$ cat config.mk
export PLATFORM = sky130hd
export DESIGN_NAME = stereo_codec_conditioner
export DESIGN_NICKNAME = d
export VERILOG_FILES = /design/src/rtl/stereo_codec_conditioner.sv
export SDC_FILE = /design/constraint.sdc
export NUM_CORES = 1
export LEC_CHECK = 0
export ABC_AREA = 1
export BUFFER_PORTS_ARGS = -buffer_cell sky130_fd_sc_hd__buf_4
export CORE_ASPECT_RATIO = 0.9
export CORE_UTILIZATION = 50
export DETAILED_ROUTE_END_ITERATION = 8
export PLACE_DENSITY_LB_ADDON = 0.1
export SKIP_CTS_REPAIR_TIMING = 1
export SYNTH_ARGS = -nofsm -noshare
export SYNTH_HDL_FRONTEND = slang
export SYNTH_SLANG_ARGS = --single-unit
$ cat constraint.sdc
create_clock -name clk -period 5.7 [get_ports clk]
set_clock_uncertainty 0.15 [all_clocks]
set_input_delay 1.14 -clock clk [delete_from_list [all_inputs] [get_ports clk]]
set_output_delay 1.14 -clock clk [all_outputs]
set_load 0.005 [all_outputs]
$ cat src/rtl/stereo_codec_conditioner.sv
// Stereo sample FIFO between the conditioner and the codec: one {l,r} pair leaves per codec frame, re-primes after underrun.
// Outputs registered (1-cycle latency) except sample_req; a sample arriving while full with no pop is dropped (overrun pulse).
module stereo_codec_conditioner #(
  parameter int DEPTH       = 4,
  parameter int PRIME_LEVEL = DEPTH / 2
) (
  input  logic                   clk,
  input  logic                   reset_n,
  input  logic [15:0]            sample_l_in,
  input  logic [15:0]            sample_r_in,
  input  logic                   new_sample_in,
  input  logic                   new_frame,
  output logic                   sample_req,
  output logic [15:0]            codec_l,
  output logic [15:0]            codec_r,
  output logic [$clog2(DEPTH):0] count,
  output logic                   running,
  output logic                   overrun,
  output logic                   underrun
);
  localparam int          AW        = $clog2(DEPTH);
  localparam logic [AW:0] CNT_FULL  = (AW+1)'(DEPTH);
  localparam logic [AW:0] CNT_PRIME = (AW+1)'(PRIME_LEVEL);

  typedef enum logic {ST_PRIME = 1'b0, ST_RUN = 1'b1} state_t;
  typedef struct packed {
    logic [15:0] l;
    logic [15:0] r;
  } pair_t;

  state_t        r_state;
  state_t        w_state_next;
  pair_t         r_mem [DEPTH];
  logic [AW-1:0] r_wr_ptr;
  logic [AW-1:0] r_rd_ptr;
  logic [AW:0]   r_count;
  logic [15:0]   r_codec_l;
  logic [15:0]   r_codec_r;
  logic          r_overrun;
  logic          r_underrun;
  logic          w_full;
  logic          w_empty;
  logic          w_pop;
  logic          w_push;
  logic          w_drop;
  logic          w_starve;

  assign w_full   = (r_count == CNT_FULL);
  assign w_empty  = (r_count == '0);
  assign w_pop    = new_frame && running && !w_empty;
  assign w_starve = new_frame && running && w_empty;
  // A full FIFO still takes a sample when the same cycle frees a slot.
  assign w_push   = new_sample_in && (!w_full || w_pop);
  assign w_drop   = new_sample_in && !w_push;

  always_ff @(posedge clk) begin
    if (!reset_n) begin
      r_state <= ST_PRIME;
    end else begin
      r_state <= w_state_next;
    end
  end

  always_comb begin
    w_state_next = r_state;
    case (r_state)
      ST_PRIME: if (r_count >= CNT_PRIME) w_state_next = ST_RUN;
      ST_RUN:   if (w_starve)             w_state_next = ST_PRIME;
      default:                            w_state_next = ST_PRIME;
    endcase
  end

  always_comb begin
    running    = (r_state == ST_RUN);
    sample_req = (r_count < CNT_FULL);
    count      = r_count;
    codec_l    = r_codec_l;
    codec_r    = r_codec_r;
    overrun    = r_overrun;
    underrun   = r_underrun;
  end

  always_ff @(posedge clk) begin
    if (!reset_n) begin
      r_wr_ptr   <= '0;
      r_rd_ptr   <= '0;
      r_count    <= '0;
      r_codec_l  <= '0;
      r_codec_r  <= '0;
      r_overrun  <= 1'b0;
      r_underrun <= 1'b0;
    end else begin
      if (w_push) begin
        r_wr_ptr <= r_wr_ptr + AW'(1);
      end
      if (w_pop) begin
        r_rd_ptr  <= r_rd_ptr + AW'(1);
        r_codec_l <= r_mem[r_rd_ptr].l;
        r_codec_r <= r_mem[r_rd_ptr].r;
      end
      r_count    <= r_count + (AW+1)'(w_push) - (AW+1)'(w_pop);
      r_overrun  <= w_drop;
      r_underrun <= w_starve;
    end
  end

  // Storage is not reset; pointers alone define which entries are live.
  always_ff @(posedge clk) begin
    if (reset_n && w_push) begin
      r_mem[r_wr_ptr] <= '{l: sample_l_in, r: sample_r_in};
    end
  end
endmodule

## Word level (Yosys, flattened, before mapping)

Memory sizes are Yosys's and may differ from the RTL's. A register that Yosys moved wholly into a read port is not among the register bits.
Index checks and enable logic that the tools add are counted.

- Bits in registers: 10
- RAM bits: 128
- Bits of input ports: 36
- Output and inout bits: 39
- Logic and storage cells: 32
- Memories kept: 1

Memories:

| memory | depth | width | read ports | clocked after Yosys merged registers in | write ports | RTL line | RTL |
|---|---|---|---|---|---|---|---|
| r_mem | 4 | 32 | 1 | 1 | 1 | 33 | `pair_t r_mem [DEPTH];` |

- Add/sub/neg operators: 4
- $lt $le $gt $ge: 2
- Equal/unequal tests: 1
- Muxes and demuxes: 5
- Bitwise logic cells: 1
- Reduce and logical (&&, ||, !) cells: 12

Operator list:

| cell | count |
|---|---|
| 1-bit logical AND | 6 |
| 2-bit by 1-bit adder with 2-bit output, second input constant | 2 |
| 1-bit logical NOT | 4 |
| 1-bit two-way mux | 4 |
| 3-bit by 1-bit adder with 3-bit output | 1 |
| 3-bit == test, second input constant | 1 |
| 3-bit by 2-bit greater-or-equal comparator with 1-bit output, second input constant | 1 |
| 3-bit logical NOT | 1 |
| 3-bit less-than comparator, second input constant | 1 |
| 3-bit by 1-bit subtractor with 3-bit output | 1 |
| 1-bit case mux with 2 select lines | 1 |
| 1-bit logical OR | 1 |
| 1-bit NOT | 1 |

## Depth between registers and ports, before layout

- Depth in word-level cells: 8
- Gate-level depth with buffers: 12
- Depth with buffers taken out: 12

## Least setup slack after synthesis

No wires, ideal clock.

- Path type: input to register
- Start: input new_frame
- End: memory r_mem[0][0] (netlist name) (enable)
- Arrival: 3018 ps
- Setup slack: 2110 ps
- Stages: 6
- Buffers on the path: 0
- Cells stage by stage: nand2_1 inv_1 nand2_2 nand2_1 nand3_1 nor2_1

- Cells in the longest elaborated chain, start to end: 7

Ends and longest elaborated chain:

| item | RTL line | RTL |
|---|---|---|
| start: declaration | 12 | `input logic new_frame,` |
| 1-bit logical AND (2 in series) | 50 | `assign w_pop = new_frame && running && !w_empty;` |
| 1-bit logical OR | 53 | `assign w_push = new_sample_in && (!w_full \|\| w_pop);` |
| 1-bit logical AND | 53 |  |
| 1-bit logical AND | 109 | `if (reset_n && w_push) begin` |
| 1-bit two-way mux | 109 |  |
| 1-bit two-way mux (implied by the code) | 110 | `r_mem[r_wr_ptr] <= '{l: sample_l_in, r: sample_r_in};` |
| end: declaration | 33 |  |

Every way passes these cells.

## Worst setup path after layout

- Start: input new_frame
- End: memory r_mem[1][16] (netlist name) (enable)

The elaborated chain is that of the path after synthesis.

==> metrics <==
post-synth top area share 58.49%; fmax just over 0.3 GHz; detailed-route wire length per cell between 15 and 20 um; nets 696; Worst-Skew Late Latency 0.42 ns; vias per cell between 5 and 6; CP Class in2reg; ys async rst share 0%; Max Cap Viol 0; fin crit period approximately 3.3 ns; # rows 39; Final Cycle Share between 50% and 60%; ANT cells 0; Primary FF master, synth edfxtp_1; worst path arrival time about 3.2 ns; Routed Wire Length 12.69 mm; global-route wire length before repair between 20 and 25 mm; Setup crit end kind flop; highest-delay cell along the critical path nor2_4; Post-DP Area between 7000 and 8000 sq um; count leader, synth nor2_1; status complete, no violations; sequential area share after synthesis a little under three quarters; power per cell area slightly below 400 nW/um^2; # fillers about 1,000; htree depth 4; vias in the first global route between 4,000 and 5,000; routability cong. 0.6951; Die Height ~110 um; design area about 7700 sq um; Top Ports 75; Area contributors post-synth edfxtp_1, dfxtp_1, nor2_1; Slew Limit Headroom between 20% and 30%; total CTS buffers 17; largest net degree at the start of global routing between 60 and 70; Initial Util approximately half; placed instance count 797; hold violation total from the final report 0; Synth Instances just under 600; clk slew on worst S/H paths 0.06 ns; fin worst setup slack 2.414 ns; Setup WS pre-CTS 1.916 ns; mapped cell area 6571 sq um; post-route ant nets 0; Mapped Avg Cell Area between 10 and 15 sq um; Hold WS ~0.37 ns; crit path cell chain buf_4 -> nand2_1 -> inv_1 -> nand2_2 -> buf_4 -> nand2_1 -> nand3_1 -> nor2_4; TNS Setup 0 ns; Hold Crit Class reg2reg; post-route non-filler standard cell count between 800 and 900; DP Wirelength between 6 and 7 mm; Pins Over Slew Limit 0; clock tree root driver cell clkbuf_16; drc violations 0; RSZ-0062 raised after global routing no; DIE AREA about 14,000 sq um; CTS tree yes; maximum vdd drop between 0.2 and 0.25 mV; Leak Pwr approximately 3.0 nW; initial DRC count 313; synth unique cells 19; CP max stage delay 0.90 ns; Syn Nets between 600 and 700; Post-synth EDFFs approximately 130; total number of vias a little over 4,000; PortBufs 74; leading area contributor after synthesis edfxtp_1; worst slew pin tran about 1.2 ns; ratio of cells with drive above 1 in the final layout 17.14%; CP required 5.59 ns; CTS max path bufs 2; drt pass-1 iters 4; DIE WIDTH 122.8 um; Final Setup Violations 0; Overflow after GRT 0; clk sinks 170; Core Area approximately 13,000 sq um; Synth-to-Final Area Change 17.67%; CP max FO 40; Setup crit start kind input pin; Ys Warns 0; initial antenna violation count 0; Seq cells post-synth 170; top post-synthesis cells by count nor2_1, edfxtp_1, o21ai_1; gr usage total a little over 20%
power by group:
group	leakage, nW	switching, mW	internal [mW]
combinational	1.19	0.246	0.163
sequential	1.50	0.0438	1.44
clock	0.278	0.439	0.663
total	2.97	0.729	2.27
cell type report:
class	count	area, sq um	area share (%)
inverter	18	67.56	0.8738
clock buffer	23	467.9	6.052
multi-input combinational	369	1638	21.18
timing repair buffer	76	570.5	7.379
clock inverter	9	96.34	1.246
tap	164	205.2	2.654
sequential	170	4687	60.61
registers in the layout, summed over array words and instances, names as in the netlist:
name      count
r_mem       128
codec_l      16
codec_r      16
count         3
r_rd_ptr      2
r_wr_ptr      2
overrun       1
running       1
underrun      1
cell usage in the layout, fill, tap and decap left out:
cell type     n
nor2_1      204
edfxtp_1    128
buf_4        76
o21ai_1      52
o21ai_0      48
nand2_1      41
dfxtp_1      40
clkbuf_16    17
inv_1        14
ha_1          7
clkinv_2      5
inv_2         4
nand3_1       4
nor2_4        4
a21oi_1       4
clkbuf_1      4
nor3_1        2
clkbuf_8      2
bufinv_16     2
dfxtp_2       2
nand2_2       1
xnor2_1       1
fa_1          1
clkinv_1      1
clkinvlp_4    1
critical path, delay by kind of cell:
family | cells | cell delay (ns)
simple gates | 5 | 1.59
buf+inv | 3 | 0.42
per-layer routing:
metal  global-route usage (%)  part of all wire, %  wire length (um)
met1                    26.17                   44              5602
met2                    33.11                   50              6345
met3                    4.115                  4.9               623
met4                    8.049                 0.95               120
met5                        0                    0                 0
cells by family (layout without fill, tap and decap cells):
group / Yosys count / count (layout) / synth area share [%]
adder cells (fa/ha/maj): 8 / 8 / 1.637
flip-flops: 170 / 170 / 71.29
buffers and inverters: 51 / 126 / 4.246
AND/OR/NAND/NOR: 256 / 256 / 14.78
XOR/XNOR: 1 / 1 / 0.1333
AO/OA/AOI/OAI: 104 / 104 / 7.921
through the flow:
step                utilization, %  total power [mW]
floorplan                        -             1.768
global placement             56.28             1.910
detailed placement           56.28             1.924
CTS                          60.71             3.021
global route                 60.71             3.131
finish                       60.71             2.995
final timing paths:
check	from	end	slack (ns)	depth (start not counted)
worst min-delay path	running	underrun	0.37	2
worst max register to register	count[1]	r_mem[1][16]	2.75	7
worst min register to register	running	underrun	0.37	2
worst max-delay path	new_frame	r_mem[1][16]	2.41	8
Power figures use the tool's default switching activity.
